**config.mk**
```make
export PLATFORM = sky130hd
export DESIGN_NAME = frame_scheduler
export DESIGN_NICKNAME = d
export VERILOG_FILES = /design/src/rtl/frame_scheduler_pkg.sv /design/src/rtl/frame_scheduler_plot_mux.sv /design/src/rtl/frame_scheduler.sv
export SDC_FILE = /design/constraint.sdc
export NUM_CORES = 1
export LEC_CHECK = 0
export CORE_MARGIN = 2
export CORE_UTILIZATION = 30
export DETAILED_ROUTE_END_ITERATION = 12
export SYNTH_ARGS = -nofsm -noshare
export SYNTH_HDL_FRONTEND = slang
export SYNTH_HIERARCHICAL = 1
export SYNTH_SLANG_ARGS = --single-unit
```
**constraint.sdc**
```tcl
create_clock -name clk -period 2.5 [get_ports clk]
set_input_delay 0.5 -clock clk [delete_from_list [all_inputs] [get_ports clk]]
set_output_delay 0.5 -clock clk [all_outputs]
set_load 0.02 [all_outputs]
```
**src/rtl/frame_scheduler_pkg.sv**
```systemverilog
// Shared types and constants for the frame scheduler.
//   state_t    : per-frame schedule states
//   plot_sel_t : owner of the VGA plot port
//   is_drawer / owner_of : helpers mapping a state to port ownership
package frame_scheduler_pkg;

    localparam int COLOR_W  = 3;
    localparam int SCREEN_W = 160;
    localparam int SCREEN_H = 120;

    typedef enum logic [3:0] {
        IDLE, WAIT_FRAME, ERASE_WALL, ERASE_BIRD, UPDATE,
        DRAW_WALL, DRAW_BIRD, CHECK, OVER
    } state_t;

    typedef enum logic [1:0] {
        NONE, WALL, BIRD
    } plot_sel_t;

    function automatic logic is_drawer(state_t s);
        return (s == ERASE_WALL) || (s == ERASE_BIRD) ||
               (s == DRAW_WALL)  || (s == DRAW_BIRD);
    endfunction

    function automatic plot_sel_t owner_of(state_t s);
        case (s)
            ERASE_WALL, DRAW_WALL: return WALL;
            ERASE_BIRD, DRAW_BIRD: return BIRD;
            default:               return NONE;
        endcase
    endfunction

endpackage

```
**src/rtl/frame_scheduler_plot_mux.sv**
```systemverilog
// plot_mux: combinational 2:1 VGA plot-port mux.
//   plot_sel          : current owner (NONE/WALL/BIRD)
//   wall_* / bird_*   : drawer plot requests
//   vga_*             : arbitrated port; all zero when nobody owns it
module plot_mux
    import frame_scheduler_pkg::*;
#(
    parameter int XW = 8,
    parameter int YW = 7
) (
    input  plot_sel_t          plot_sel,
    input  logic [XW-1:0]      wall_x,
    input  logic [YW-1:0]      wall_y,
    input  logic [COLOR_W-1:0] wall_col,
    input  logic               wall_plot,
    input  logic [XW-1:0]      bird_x,
    input  logic [YW-1:0]      bird_y,
    input  logic [COLOR_W-1:0] bird_col,
    input  logic               bird_plot,
    output logic [XW-1:0]      vga_x,
    output logic [YW-1:0]      vga_y,
    output logic [COLOR_W-1:0] vga_col,
    output logic               vga_plot
);

    always_comb begin
        vga_x    = '0;
        vga_y    = '0;
        vga_col  = '0;
        vga_plot = 1'b0;
        case (plot_sel)
            WALL: begin
                vga_x    = wall_x;
                vga_y    = wall_y;
                vga_col  = wall_col;
                vga_plot = wall_plot;
            end
            BIRD: begin
                vga_x    = bird_x;
                vga_y    = bird_y;
                vga_col  = bird_col;
                vga_plot = bird_plot;
            end
            default: ;
        endcase
    end

endmodule

```
**src/rtl/frame_scheduler.sv**
```systemverilog
// frame_scheduler: per-frame erase/update/draw/check sequencer and VGA
// plot-port arbiter for the bird and wall drawers.
//   clk, resetn (async, active-high)
//   go, frame_tick, collision          : control inputs
//   {bird,wall}_{done,x,y,col,plot}    : drawer handshake and plot requests
//   {bird,wall}_start, erase, update_en: schedule strobes
//   vga_{x,y,col,plot}                 : arbitrated plot port
//   game_over, overrun_cnt, timeout_err: status
module frame_scheduler
    import frame_scheduler_pkg::*;
#(
    parameter logic [15:0] TIMEOUT = 16'd20000,
    parameter int          XW      = $clog2(SCREEN_W),
    parameter int          YW      = $clog2(SCREEN_H)
) (
    input  logic               clk,
    input  logic               resetn,
    input  logic               go,
    input  logic               frame_tick,
    input  logic               collision,
    input  logic               bird_done,
    input  logic               wall_done,
    input  logic [XW-1:0]      bird_x,
    input  logic [YW-1:0]      bird_y,
    input  logic [COLOR_W-1:0] bird_col,
    input  logic               bird_plot,
    input  logic [XW-1:0]      wall_x,
    input  logic [YW-1:0]      wall_y,
    input  logic [COLOR_W-1:0] wall_col,
    input  logic               wall_plot,
    output logic               bird_start,
    output logic               wall_start,
    output logic               erase,
    output logic               update_en,
    output logic [XW-1:0]      vga_x,
    output logic [YW-1:0]      vga_y,
    output logic [COLOR_W-1:0] vga_col,
    output logic               vga_plot,
    output logic               game_over,
    output logic [7:0]         overrun_cnt,
    output logic               timeout_err
);

    state_t    state, state_nx;
    plot_sel_t plot_sel;
    logic      pending;
    logic [15:0] wd;
    logic      granted_done, timeout_hit, advance, entering, busy;

    // Only the current owner's done counts; the other drawer's pulse is dropped.
    always_comb begin
        granted_done = 1'b0;
        case (owner_of(state))
            WALL:    granted_done = wall_done;
            BIRD:    granted_done = bird_done;
            default: granted_done = 1'b0;
        endcase
    end

    assign timeout_hit = is_drawer(state) && (wd == TIMEOUT);
    assign advance     = granted_done || timeout_hit;
    assign entering    = is_drawer(state_nx) && (state_nx != state);
    // Ticks only matter while a game is actually running.
    assign busy        = (state != IDLE) && (state != WAIT_FRAME) && (state != OVER);

    always_ff @(posedge clk or posedge resetn) begin
        if (resetn) state <= IDLE;
        else        state <= state_nx;
    end

    always_comb begin
        state_nx = state;
        case (state)
            IDLE:       if (go) state_nx = WAIT_FRAME;
            WAIT_FRAME: if (frame_tick || pending) state_nx = ERASE_WALL;
            ERASE_WALL: if (advance) state_nx = ERASE_BIRD;
            ERASE_BIRD: if (advance) state_nx = UPDATE;
            UPDATE:     state_nx = DRAW_WALL;
            DRAW_WALL:  if (advance) state_nx = DRAW_BIRD;
            DRAW_BIRD:  if (advance) state_nx = CHECK;
            CHECK:      state_nx = collision ? OVER : WAIT_FRAME;
            OVER:       if (go) state_nx = IDLE;
            default:    state_nx = IDLE;
        endcase
    end

    // Strobes and owner are registered from the next state so they line up
    // with the first cycle of the state they belong to.
    always_ff @(posedge clk or posedge resetn) begin
        if (resetn) begin
            plot_sel   <= NONE;
            wall_start <= 1'b0;
            bird_start <= 1'b0;
            erase      <= 1'b0;
            update_en  <= 1'b0;
            game_over  <= 1'b0;
        end else begin
            plot_sel   <= owner_of(state_nx);
            wall_start <= entering && (owner_of(state_nx) == WALL);
            bird_start <= entering && (owner_of(state_nx) == BIRD);
            erase      <= (state_nx == ERASE_WALL) || (state_nx == ERASE_BIRD);
            update_en  <= (state_nx == UPDATE);
            game_over  <= (state_nx == OVER);
        end
    end

    // One-deep pending tick plus saturating overrun count.
    always_ff @(posedge clk or posedge resetn) begin
        if (resetn) begin
            pending     <= 1'b0;
            overrun_cnt <= 8'd0;
        end else if (!busy) begin
            pending <= 1'b0;
        end else if (frame_tick) begin
            if (!pending)                  pending     <= 1'b1;
            else if (overrun_cnt != 8'hFF) overrun_cnt <= overrun_cnt + 8'd1;
        end
    end

    // Watchdog reads 1 in the first cycle of a drawer state, so hitting
    // TIMEOUT leaves the state exactly TIMEOUT cycles after entry.
    always_ff @(posedge clk or posedge resetn) begin
        if (resetn) begin
            wd          <= 16'd0;
            timeout_err <= 1'b0;
        end else begin
            if (entering)                wd <= 16'd1;
            else if (is_drawer(state_nx)) wd <= wd + 16'd1;
            else                         wd <= 16'd0;
            if (timeout_hit && !granted_done) timeout_err <= 1'b1;
        end
    end

    plot_mux #(.XW(XW), .YW(YW)) u_plot_mux (
        .plot_sel  (plot_sel),
        .wall_x    (wall_x),
        .wall_y    (wall_y),
        .wall_col  (wall_col),
        .wall_plot (wall_plot),
        .bird_x    (bird_x),
        .bird_y    (bird_y),
        .bird_col  (bird_col),
        .bird_plot (bird_plot),
        .vga_x     (vga_x),
        .vga_y     (vga_y),
        .vga_col   (vga_col),
        .vga_plot  (vga_plot)
    );

endmodule

```
==> results.md, run 1 <==
- The reported max-cap violation count is 0.
- Headroom to the max-slew limit came out at 0.689.
- The switching part of the total is 0.440.
- STA classifies the critical path startpoint as a flip-flop.
- The die is 92.7 µm tall.
- In this run, synthesis inferred 0 flip-flops with an integrated enable.
- The post-cts hold buffer count is 0.
- The shortest clock period the worst path allows after layout is 2.46 ns.
- The average vias per placed instance is 4.98.
- The area fraction in compound gates after synthesis came to 0.173.
- The number of inserted diodes is 0.
- The area overhead of the layout relative to synthesis is 50.7%.
- In this run the worst path has a maximum fanout of 5.
- The multi-input logic area is 0.00135 mm².
- After technology mapping, the gate count stands at 248.
- In this run, distinct cell masters in the synthesized netlist total 55.
- The clock tree root driver cell is sky130_fd_sc_hd__clkbuf_8.
- For this run, the number of Yosys warnings is 6.
- The worst setup path is of the flip-flop to flip-flop kind.
- The die is 92.7 µm wide.
- Of the post-synthesis cell area, the part taken by muxes is 0.0111.
- The final estimated routing congestion in global placement is 0.806.
- The area fraction in and, or, nand and nor cells after synthesis is 0.238.
- The detailed router finished its first iteration with 87 violations.
- Before antenna repair, the detailed router went through 4 iterations.
- The category of the worst setup path capture point is a flip-flop.
- The post-route DRC violation count is 0.
- The reported net switching power is 1680 µW.
- The number of antenna violations at the first check in global routing is 0.
- The total power is 3820 µW.
- For this run, the register share of the synthesized area comes to 0.393.
- The number of max-slew violations in the final report is 0.
- The via count of the first global-routing pass was 2,151.
- The clock-pin slew on the worst setup and hold paths is 0.08 ns.
- The total negative slack for setup checks is 0 ns.
- Once detail routing completed, the nets flagged for antenna violations numbered 0.
- Setup violations remaining at the end of the flow were counted as 0.
- The flow ran to the end, and the final reports show no timing, DRC or antenna violations.
- The clock power share is 0.108.
- The most used flip-flop cell after synthesis is sky130_fd_sc_hd__dfrtp_1.
- The signal arrival time at the worst endpoint is 2.64 ns.
- The total number of vias is 2,230.
- The average routed wire per standard cell is 13.8 µm.
- The first global-routing pass estimated 9930 µm of wire.
- The half-perimeter wire length after placement is 4430 µm.
- The number of hold violations in the final report was 0.
- In the layout the commonest cells are sky130_fd_sc_hd__clkdlybuf4s50_1 (60), sky130_fd_sc_hd__nor2_1 (42), sky130_fd_sc_hd__dfrtp_1 (35).
- The largest clock skew in the final design is 0.00529 ns.
- Setup repair after global routing could not meet its margin everywhere.
- Summed over all cells, the static leakage comes to 0.00170 µW.
- The I/O pin count is 78.
- After synthesis, the largest family of logic cells by area is simple AND/OR/NAND/NOR gates.
- The synthesized cell area is 0.00236 mm².
- The proportion of power drawn by flip-flops and latches is 0.228.
- Timing analysis after detailed placement gives a worst setup slack of -0.0354 ns.
- The internal cell power is 2140 µW.
- The power per unit of standard cell area is 1070 mW/mm².
- The clock reaches the later pin of the worst-skew pair after 0.29 ns.
- Static timing analysis puts the maximum clock frequency at 407 MHz.
- The smallest hold slack is 0.469 ns.
- The commonest non-fill, non-tap cell in the layout is sky130_fd_sc_hd__clkdlybuf4s50_1.
- Counting flops with an async set or reset pin after synthesis yields a share of 1.00.
- The number of buffers between clock root and the deepest sink is 2.
- Clock tree synthesis inserted a total of 5 buffers.
- In the post-route analysis, the smallest setup slack over all paths is 0.0408 ns.
- The combined global-route utilization of all metal layers is 0.141.
- The synthesized-area fraction occupied by adder cells is 0.0371.
- In this run the core area contains 32 standard-cell rows.
- In the finished design, the share of the clock period the worst path needs comes to 0.984.
- Of the cells placed in the final design, the portion with a size suffix greater than 1 is 0.188.
- The data required time at the worst endpoint is 2.68 ns.
- The starting density of the core is 0.307.
- The count of buffers added on input and output ports is 77.
- The final net count is 397.
- The sequential standard cell area is 928 µm².
- The flip-flop and latch count after synthesis is 37.
- The min-delay analysis places its worst path in the category flip-flop to flip-flop.
- The worst-case IR drop observed on VDD is 0.000791 V.
- The H-tree was split into 2 levels.
- The core outline area is 0.00769 mm².
- The residual overflow from global routing is 0.
- The transition time of the tightest slew-check pin is 0.467 ns.
- The clock drives 37 sinks.
- The floorplan step defined a die boundary enclosing 0.00859 mm².
- The clock tree from TritonCTS is yes.
- The combinational fraction of design power is 0.664.
- The synthesized area divided by synthesized cell count is 9.51 µm².
- The routed wire length is 6200 µm.
- Of the total synthesized cell area, the portion taken by XOR and XNOR cells is 0.0854.
- The pin count of the biggest net entering global routing is 38.
- The layout has 728 filler cells.
- The synthesized net count is 300.
==> area by class of cell <==
cell class	instances	area share
inverter	13	0.0144
clock inverter	2	0.00282
sequential	37	0.261
tap	102	0.0359
multi-input combinational	187	0.381
timing repair buffer	101	0.284
clock buffer	6	0.0204
==> through the flow <==
| step | area (µm²) | instances | util |
|---|---|---|---|
| 2_1_floorplan | 2370 | 248 | - |
| 3_3_place_gp | 3320 | 435 | 0.432 |
| 3_5_place_dp | 3320 | 435 | 0.432 |
| 4_1_cts | 3430 | 444 | 0.446 |
| 5_1_grt | 3550 | 448 | 0.462 |
| 6_report | 3550 | 448 | 0.462 |
==> cell families after synthesis <==
family	count (synthesis)
flops	37
mux	2
compound gates	44
fa+ha+maj	7
buf+inv	24
xor+xnor	23
simple gates	111
==> sequential cells by signal (all words and copies together) (netlist names), 2 cells and up <==
name         cells
wd              16
plot_sel         2
state            4
overrun_cnt      8
==> repair_timing <==
item                       CTS  global route
gates resized for setup      5            28
setup endpoints to repair   20            32
buffers inserted             1             4
pin swaps                    2            11
gates cloned                 0             0
hold endpoints to repair     0             0
==> power by group through the flow <==
stage                     logic (µW)  clock network, µW  registers (µW)
after global routing            2730                452             889
after global placement          2300                  0             860
final                           2530                413             870
after CTS                       2370                428             856
after floorplan                 1480                  0             898
after detailed placement        2310                  0             865
==> metal layers <==
layer  vias up  wire [µm]  track usage
met5         -          0            0
met4         0         47       0.0294
met3         6        565       0.0423
met2        86       2810        0.232
met1      1078       2780        0.184
li1       1060          -            -
==> worst max-delay path, cell delays in order (launching register included) <==
cell and delay (ns):
sky130_fd_sc_hd__dfrtp_2 0.46, sky130_fd_sc_hd__xor2_1 0.17, sky130_fd_sc_hd__and3b_1 0.20, sky130_fd_sc_hd__ha_1 0.33, sky130_fd_sc_hd__or2_4 0.25, sky130_fd_sc_hd__a211oi_4 0.27
sky130_fd_sc_hd__nor2_4 0.08, sky130_fd_sc_hd__inv_4 0.06, sky130_fd_sc_hd__mux2_4 0.29, sky130_fd_sc_hd__a222oi_1 0.22
==> worst paths after layout <==
| path | from | to | cells past startpoint | slack (ns) |
|---|---|---|---|---|
| worst max-delay path | state[2] | wd[0] | 9 | 0.04 |
| worst min-delay path | timeout_err | timeout_err | 2 | 0.47 |
| worst max register to register | state[2] | wd[0] | 9 | 0.04 |
| worst min register to register | timeout_err | timeout_err | 2 | 0.47 |
| min in group asynchronous | resetn | wd[9] | 3 | 0.62 |
| max in group asynchronous | resetn | state[2] | 3 | 1.54 |
==> synth_stat cells (5+ instances only) <==
library cell	count	area [µm²]
sky130_fd_sc_hd__xor2_1	12	105
sky130_fd_sc_hd__nand4_1	5	31.3
sky130_fd_sc_hd__nand2b_1	5	31.3
sky130_fd_sc_hd__a22oi_2	11	138
sky130_fd_sc_hd__xnor2_1	11	96.3
sky130_fd_sc_hd__nand3_1	8	40.0
sky130_fd_sc_hd__nand2_1	18	67.6
sky130_fd_sc_hd__ha_1	7	87.6
sky130_fd_sc_hd__nor2_1	44	165
sky130_fd_sc_hd__a22oi_1	9	67.6
sky130_fd_sc_hd__dfrtp_1	37	926
sky130_fd_sc_hd__inv_1	12	45.0
Power figures use the tool's default switching activity.
==> run 2: changes to the inputs <==
--- a/config.mk
+++ b/config.mk
@@ -8,4 +8,6 @@
 export CORE_MARGIN = 2
-export CORE_UTILIZATION = 30
+export CORE_UTILIZATION = 36
+export CTS_CLUSTER_DIAMETER = 100
 export DETAILED_ROUTE_END_ITERATION = 12
+export PLACE_DENSITY = 0.68
 export SYNTH_ARGS = -nofsm -noshare
--- a/constraint.sdc
+++ b/constraint.sdc
@@ -3,2 +3,2 @@
 set_output_delay 0.5 -clock clk [all_outputs]
-set_load 0.02 [all_outputs]
+set_load 0.01 [all_outputs]
==> results.md, run 2 (synthesis results as in run 1) <==
- Status: completed (unchanged).
- The number of antenna violations at the first check in global routing was 0 (unchanged).
- The clock tree root driver cell was sky130_fd_sc_hd__clkbuf_8 (unchanged).
- The core occupancy in the finished layout was 0.548 (was 0.462).
- The core outline area came to 0.00635 mm² (was 0.00769 mm²).
- The clock-pin slew on the worst setup and hold paths is 0.07 ns (was 0.08 ns).
- The power per unit of standard cell area is 1060 mW/mm² (was 1070 mW/mm²).
- The largest register by flop count is wd (unchanged).
- The maximum fanout encountered on the critical timing path is 15 (was 5).
- The smallest hold slack came to 0.472 ns (was 0.469 ns).
- The post-route DRC violation count was 0 (unchanged).
- The starting density of the core came to 0.371 (was 0.307).
- The final net count is 397 (unchanged).
- The total negative slack for setup checks was 0 ns (unchanged).
- The sequential standard cell area is 928 µm² (unchanged).
- The switching part of the total was 0.407 (was 0.440).
- The end of the worst register-to-register path is wd[15] (was wd[0]).
- The cell depth of the worst min-delay path was 2 (unchanged).
- The leakage dissipation is 0.00142 µW (was 0.00170 µW).
- The source-to-sink clock delay at the later pin of the worst-skew pair is 0.29 ns (about the same).
- Largest regs: wd (16), overrun_cnt (8), state (4) (unchanged).
- The clock power share was 0.113 (was 0.108).
- The multi-input logic area came to 0.00135 mm² (about the same).
- The combined global-route utilization of all metal layers is 0.162 (was 0.141).
- The internal cell power is 2190 µW (was 2140 µW).
- The chip width is 84.9 µm (was 92.7 µm).
- The total number of vias was 2,181 (was 2,230).
- The capture endpoint of the worst hold path is timeout_err (unchanged).
- The count of buffers inserted at the top-level ports is 77 (unchanged).
- The combinational fraction of design power was 0.655 (was 0.664).
- The peak supply drop came to 0.000657 V (was 0.000791 V).
- The die footprint is 0.00721 mm² (was 0.00859 mm²).
- The worst max-slew margin expressed relative to the limit is 0.693 (was 0.689).
- The TritonCTS sink count came to 37 (unchanged).
- The number of hold violations in the final report is 0 (unchanged).
- The proportion of power drawn by flip-flops and latches is 0.232 (was 0.228).
- The number of flip-flops under the largest register name is 16 (unchanged).
- The number of detailed-routing iterations run before antenna repair is 4 (unchanged).
- The largest clock skew in the final design is 0.00662 ns (was 0.00529 ns).
- Critical path cell sequence: xor2_1 -> and3b_1 -> inv_1 -> ha_2 -> a22oi_2 -> or2_4 -> buf_4 -> nand2_1 -> o21ai_0 -> a31oi_4 -> buf_12 -> nor2_1 (was xor2_1 -> and3b_1 -> ha_1 -> or2_4 -> a211oi_4 -> nor2_4 -> inv_4 -> mux2_4 -> a222oi_1).
- The area overhead of the layout relative to synthesis was 47.5% (was 50.7%).
- The hold path startpoint is timeout_err (unchanged).
- The kind of cell adding the most delay to the critical path is simple AND/OR/NAND/NOR gates (unchanged).
- The via count of the first global-routing pass is 2,106 (was 2,151).
- The classification of the worst setup path was flip-flop to flip-flop (unchanged).
- The detailed router's first-iteration violation count is 111 (was 87).
- The number of levels in the clock H-tree is 2 (unchanged).
- The largest incremental delay on the critical path came to 0.44 ns (was 0.46 ns).
- The number of antenna-violating nets in the routed design is 0 (unchanged).
- The number of inserted diodes came to 0 (unchanged).
- The commonest non-fill, non-tap cell in the layout was sky130_fd_sc_hd__clkdlybuf4s50_1 (unchanged).
- The half-perimeter wire length after placement came to 4330 µm (was 4430 µm).
- The achievable frequency is 404 MHz (was 407 MHz).
- The residual overflow from global routing is 0 (unchanged).
- The reported max-cap violation count is 0 (unchanged).
- The row count is 29 (was 32).
- The total power is 3700 µW (was 3820 µW).
- The clock tree from TritonCTS is yes (unchanged).
- The launch point of the worst reg-to-reg path is state[2] (unchanged).
- The average vias per placed instance is 5.17 (was 4.98).
- The category of the worst setup path capture point is a flip-flop (unchanged).
- The I/O pin count was 78 (unchanged).
- The first-pass GRT wire length is 9620 µm (was 9930 µm).
- The pin count of the biggest net entering global routing was 38 (unchanged).
- The overall die height is 84.9 µm (was 92.7 µm).
- The number of max-slew violations in the final report is 0 (unchanged).
- RSZ-0062 raised after global routing: true (unchanged).
- The number of buffers created by CTS was 5 (unchanged).
- The layout filler cell count was 583 (was 728).
- The final estimated routing congestion in global placement is 0.780 (was 0.806).
- The signal arrival time at the worst endpoint is 2.69 ns (was 2.64 ns).
- The total setup violations reported at the end of the flow came to 0 (unchanged).
- The cell type of the slowest stage on the worst timing path is sky130_fd_sc_hd__dfrtp_2 (unchanged).
- The transition time of the tightest slew-check pin is 0.460 ns (was 0.467 ns).
- The shortest clock period the worst path allows after layout is 2.47 ns (was 2.46 ns).
- The number of buffers between clock root and the deepest sink is 2 (unchanged).
- The count of buffer and inverter cells on the critical path is 3 (was 1).
- The worst min-delay path class is flip-flop to flip-flop (unchanged).
- The portion of the clock cycle consumed by the worst path in the final layout came to 0.990 (was 0.984).
- The count of cells along the worst register-to-register path is 12 (was 9).
- The reported net switching power came to 1510 µW (was 1680 µW).
- The data required time at the worst endpoint came to 2.72 ns (was 2.68 ns).
- The routed wire length is 5840 µm (was 6200 µm).
- The average routed wire per standard cell came to 13.8 µm (about the same).
- The kind of start point of the critical path is a flip-flop (unchanged).
- The fraction of final layout cells sized beyond drive strength 1 is 0.180 (was 0.188).
- Commonest cells after routing, fill and taps aside: sky130_fd_sc_hd__clkdlybuf4s50_1 (77), sky130_fd_sc_hd__nor2_1 (43), sky130_fd_sc_hd__dfrtp_1 (35) (was sky130_fd_sc_hd__clkdlybuf4s50_1 (60), sky130_fd_sc_hd__nor2_1 (42), sky130_fd_sc_hd__dfrtp_1 (35)).
- The setup slack of the most critical reg-to-reg path is 0.03 ns (was 0.04 ns).
## run 2: what timing repair did
action / CTS / global route
hold buffers: 0 / 0
pin swaps: 1 / 10
gates cloned: 0 / 0
buffers inserted: 0 / 7
setup endpoints to repair: 2 / 22
gates resized for setup: 3 / 11
## run 2: power by group through the flow
stage	Clock [µW]	Combinational [µW]	Sequential, µW
6_report	419	2420	859
3_3_place_gp	0	2140	867
5_1_grt	460	2650	880
4_1_cts	439	2190	866
2_1_floorplan	0	1390	856
3_5_place_dp	0	2170	868
## run 2: worst max path at each step
stage                            from  endpoint  slack [ns]  cells after the start
after floorplan              state[2]     wd[0]       0.005                     12
after global placement             go     wd[0]        0.04                      8
after detailed placement           go     wd[0]       -0.02                      8
after CTS                 plot_sel[0]  vga_y[4]        0.02                      6
after global routing         state[2]     wd[0]       -0.17                     11
final                        state[2]    wd[15]        0.03                     12
## run 2: stage by stage
stage / cell area (µm²) / std cells / setup WS, ns
floorplan: 2370 / 248 / 0.00496
global placement: 3280 / 408 / 0.0390
detailed placement: 3280 / 408 / -0.0194
CTS: 3370 / 415 / 0.0177
global route: 3480 / 422 / -0.173
finish: 3480 / 422 / 0.0261
## run 2: per-layer routing
layer	GRT usage	up-vias	routed length, µm
li1	-	1073	-
met1	0.208	1010	2640
met5	0	-	0
met4	0.0476	0	59
met2	0.260	91	2620
met3	0.0545	7	519
## run 2: worst min-delay path: stages (launching register included)
cell	delay, ns
sky130_fd_sc_hd__dfrtp_1	0.35
sky130_fd_sc_hd__inv_1	0.04
sky130_fd_sc_hd__o41ai_1	0.05
## run 2: area by class of cell
type                    count  share of cell area
clock buffers               7              0.0248
inverters                  13              0.0147
multi-input cells         187               0.387
flip-flops and latches     37               0.267
well taps                  77              0.0277
repair buffers            101               0.279
==> run 3: changes to the inputs <==
CTS_BUF_LIST = sky130_fd_sc_hd__clkbuf_16   (was default)
SKIP_CTS_REPAIR_TIMING = 1   (was default)
==> results.md, run 3 (synthesis results as in run 1) <==
- Status: completed (unchanged).
- The number of hold violations in the final report is 0 (unchanged).
- The number of detailed-routing iterations run before antenna repair came to 4 (unchanged).
- The routed wire length was 5870 µm (was 5840 µm).
- The met2 routing resource usage after global routing came to 0.262 (was 0.260).
- The setup slack of the most critical reg-to-reg path is 0.11 ns (was 0.03 ns).
- The portion of the clock cycle consumed by the worst path in the final layout was 0.958 (was 0.990).
- The pin count of the biggest net entering global routing came to 38 (unchanged).
- The worst max-slew margin expressed relative to the limit is 0.690 (was 0.693).
- The chip width was 84.9 µm (unchanged).
- The first-pass GRT wire length is 9710 µm (was 9620 µm).
- The number of max-slew violations in the final report is 0 (unchanged).
- The TritonCTS sink count is 37 (unchanged).
- The total negative slack for setup checks is 0 ns (unchanged).
- The commonest non-fill, non-tap cell in the layout is sky130_fd_sc_hd__clkdlybuf4s50_1 (unchanged).
- The post-route DRC violation count was 0 (unchanged).
- The number of levels in the clock H-tree is 2 (unchanged).
- The die footprint is 0.00721 mm² (unchanged).
- The end of the worst register-to-register path is wd[0] (was wd[15]).
- The total power is 3740 µW (was 3700 µW).
- The final net count is 392 (was 397).
- The leakage dissipation was 0.00142 µW (about the same).
- The area overhead of the layout relative to synthesis came to 47.6% (was 47.5%).
- The maximum fanout encountered on the critical timing path came to 6 (was 15).
- The number of buffers created by CTS is 5 (unchanged).
- The internal cell power was 2250 µW (was 2190 µW).
- The final estimated routing congestion in global placement is 0.780 (unchanged).
- The I/O pin count came to 78 (unchanged).
- The number of buffers between clock root and the deepest sink is 2 (unchanged).
- The count of buffers inserted at the top-level ports came to 77 (unchanged).
- The total setup violations reported at the end of the flow is 0 (unchanged).
- The detailed router's first-iteration violation count is 166 (was 111).
- The total number of vias is 2,156 (was 2,181).
- The kind of start point of the critical path is a flip-flop (unchanged).
- The row count is 29 (unchanged).
- The number of antenna violations at the first check in global routing is 0 (unchanged).
- The largest clock skew in the final design is 0.00410 ns (was 0.00662 ns).
- The transition time of the tightest slew-check pin is 0.465 ns (was 0.460 ns).
- The largest register by flop count is wd (unchanged).
- The most congested layer reported by global routing was met2 (unchanged).
- The overall die height is 84.9 µm (unchanged).
- The data required time at the worst endpoint is 2.67 ns (was 2.72 ns).
- The reported net switching power was 1490 µW (was 1510 µW).
- The classification of the worst setup path is flip-flop to flip-flop (unchanged).
- The launch point of the worst reg-to-reg path is state[2] (unchanged).
- RSZ-0062 raised after global routing: true (unchanged).
- The met3 layer usage reported by global route is 0.0564 (was 0.0545).
- The cell depth of the worst min-delay path was 2 (unchanged).
- The number of antenna-violating nets in the routed design is 0 (unchanged).
- The half-perimeter wire length after placement was 4330 µm (unchanged).
- The number of flip-flops under the largest register name was 16 (unchanged).
- The proportion of power drawn by flip-flops and latches came to 0.233 (was 0.232).
- The signal arrival time at the worst endpoint is 2.56 ns (was 2.69 ns).
- The switching part of the total is 0.399 (was 0.407).
- The core outline area is 0.00635 mm² (unchanged).
- The number of inserted diodes is 0 (unchanged).
- The clock tree from TritonCTS was yes (unchanged).
- The smallest hold slack is 0.469 ns (was 0.472 ns).
- The worst setup slack after layout is 0.105 ns (was 0.0261 ns).
- The average vias per placed instance came to 5.17 (about the same).
- The source-to-sink clock delay at the later pin of the worst-skew pair is 0.28 ns (was 0.29 ns).
- The combined global-route utilization of all metal layers was 0.164 (was 0.162).
- The via count of the first global-routing pass is 2,115 (was 2,106).
- The clock tree root driver cell is sky130_fd_sc_hd__clkbuf_16 (was sky130_fd_sc_hd__clkbuf_8).
- The fraction of final layout cells sized beyond drive strength 1 is 0.162 (was 0.180).
- The met1 demand-to-capacity share in global routing was 0.211 (was 0.208).
- The clock power share is 0.155 (was 0.113).
- The power per unit of standard cell area came to 1070 mW/mm² (was 1060 mW/mm²).
- The worst setup slack after placement came to -0.0194 ns (unchanged).
- The average routed wire per standard cell is 14.1 µm (was 13.8 µm).
- The source of the critical timing path is state[2] (unchanged).
- Commonest cells after routing, fill and taps aside: sky130_fd_sc_hd__clkdlybuf4s50_1 (77), sky130_fd_sc_hd__nor2_1 (44), sky130_fd_sc_hd__dfrtp_1 (35) (was sky130_fd_sc_hd__clkdlybuf4s50_1 (77), sky130_fd_sc_hd__nor2_1 (43), sky130_fd_sc_hd__dfrtp_1 (35)).
- The residual overflow from global routing came to 0 (unchanged).
- The category of the worst setup path capture point is a flip-flop (unchanged).
- The core occupancy in the finished layout came to 0.548 (about the same).
- The starting density of the core is 0.371 (unchanged).
- The count of cells along the worst register-to-register path is 9 (was 12).
- The peak supply drop is 0.000701 V (was 0.000657 V).
- The worst setup path endpoint is wd[0] (was wd[15]).
- The combinational fraction of design power was 0.613 (was 0.655).
- The shortest clock period the worst path allows after layout was 2.39 ns (was 2.47 ns).
- Largest regs: wd (16), overrun_cnt (8), state (4) (unchanged).
- The worst min-delay path class is flip-flop to flip-flop (unchanged).
- The achievable frequency is 418 MHz (was 404 MHz).
- The clock-pin slew on the worst setup and hold paths is 0.05 ns (was 0.07 ns).
- The reported max-cap violation count is 0 (unchanged).
run 3: stage by stage:
step | std cells | cell area (µm²)
after CTS | 415 | 3410
after global routing | 417 | 3480
after floorplan | 248 | 2370
final | 417 | 3480
after detailed placement | 408 | 3280
after global placement | 408 | 3280
run 3: layer usage:
metal | part of all wire | wire (µm) | vias to the layer above
met2 | 0.46 | 2690 | 88
met5 | 0 | 0 | -
li1 | - | - | 1055
met4 | 0.012 | 68 | 0
met3 | 0.089 | 520 | 7
met1 | 0.44 | 2600 | 1006
run 3: worst min path at each step:
stage | to | from | slack [ns]
finish | timeout_err | timeout_err | 0.47
global route | timeout_err | timeout_err | 0.54
CTS | timeout_err | timeout_err | 0.48
detailed placement | timeout_err | timeout_err | 0.46
global placement | timeout_err | timeout_err | 0.47
floorplan | wd[0] | wd[0] | 0.49
run 3: critical path, cell delays in order, from the launching register on:
cell                       delay [ns]
sky130_fd_sc_hd__dfrtp_2         0.44
sky130_fd_sc_hd__xor2_1          0.15
sky130_fd_sc_hd__and3b_1         0.20
sky130_fd_sc_hd__ha_1            0.32
sky130_fd_sc_hd__or2_4           0.27
sky130_fd_sc_hd__a211oi_4        0.25
sky130_fd_sc_hd__nor2_4          0.08
sky130_fd_sc_hd__inv_4           0.06
sky130_fd_sc_hd__mux2_4          0.30
sky130_fd_sc_hd__a222oi_1        0.20
run 3: power groups by stage:
| stage | clock network [µW] | registers, µW | logic [µW] |
|---|---|---|---|
| 6_report | 579 | 870 | 2290 |
| 4_1_cts | 603 | 861 | 2180 |
| 3_3_place_gp | 0 | 867 | 2140 |
| 3_5_place_dp | 0 | 868 | 2170 |
| 2_1_floorplan | 0 | 856 | 1390 |
| 5_1_grt | 625 | 891 | 2510 |
run 3: final cells by class:
type,count,area [µm²]
Fill cell,584,2870
Clock inverter,2,7.51
Inverter,13,51.3
Sequential cell,37,928
Tap cell,77,96.3
Timing Repair Buffer,96,933
Multi-Input combinational cell,187,1340
Clock buffer,5,125
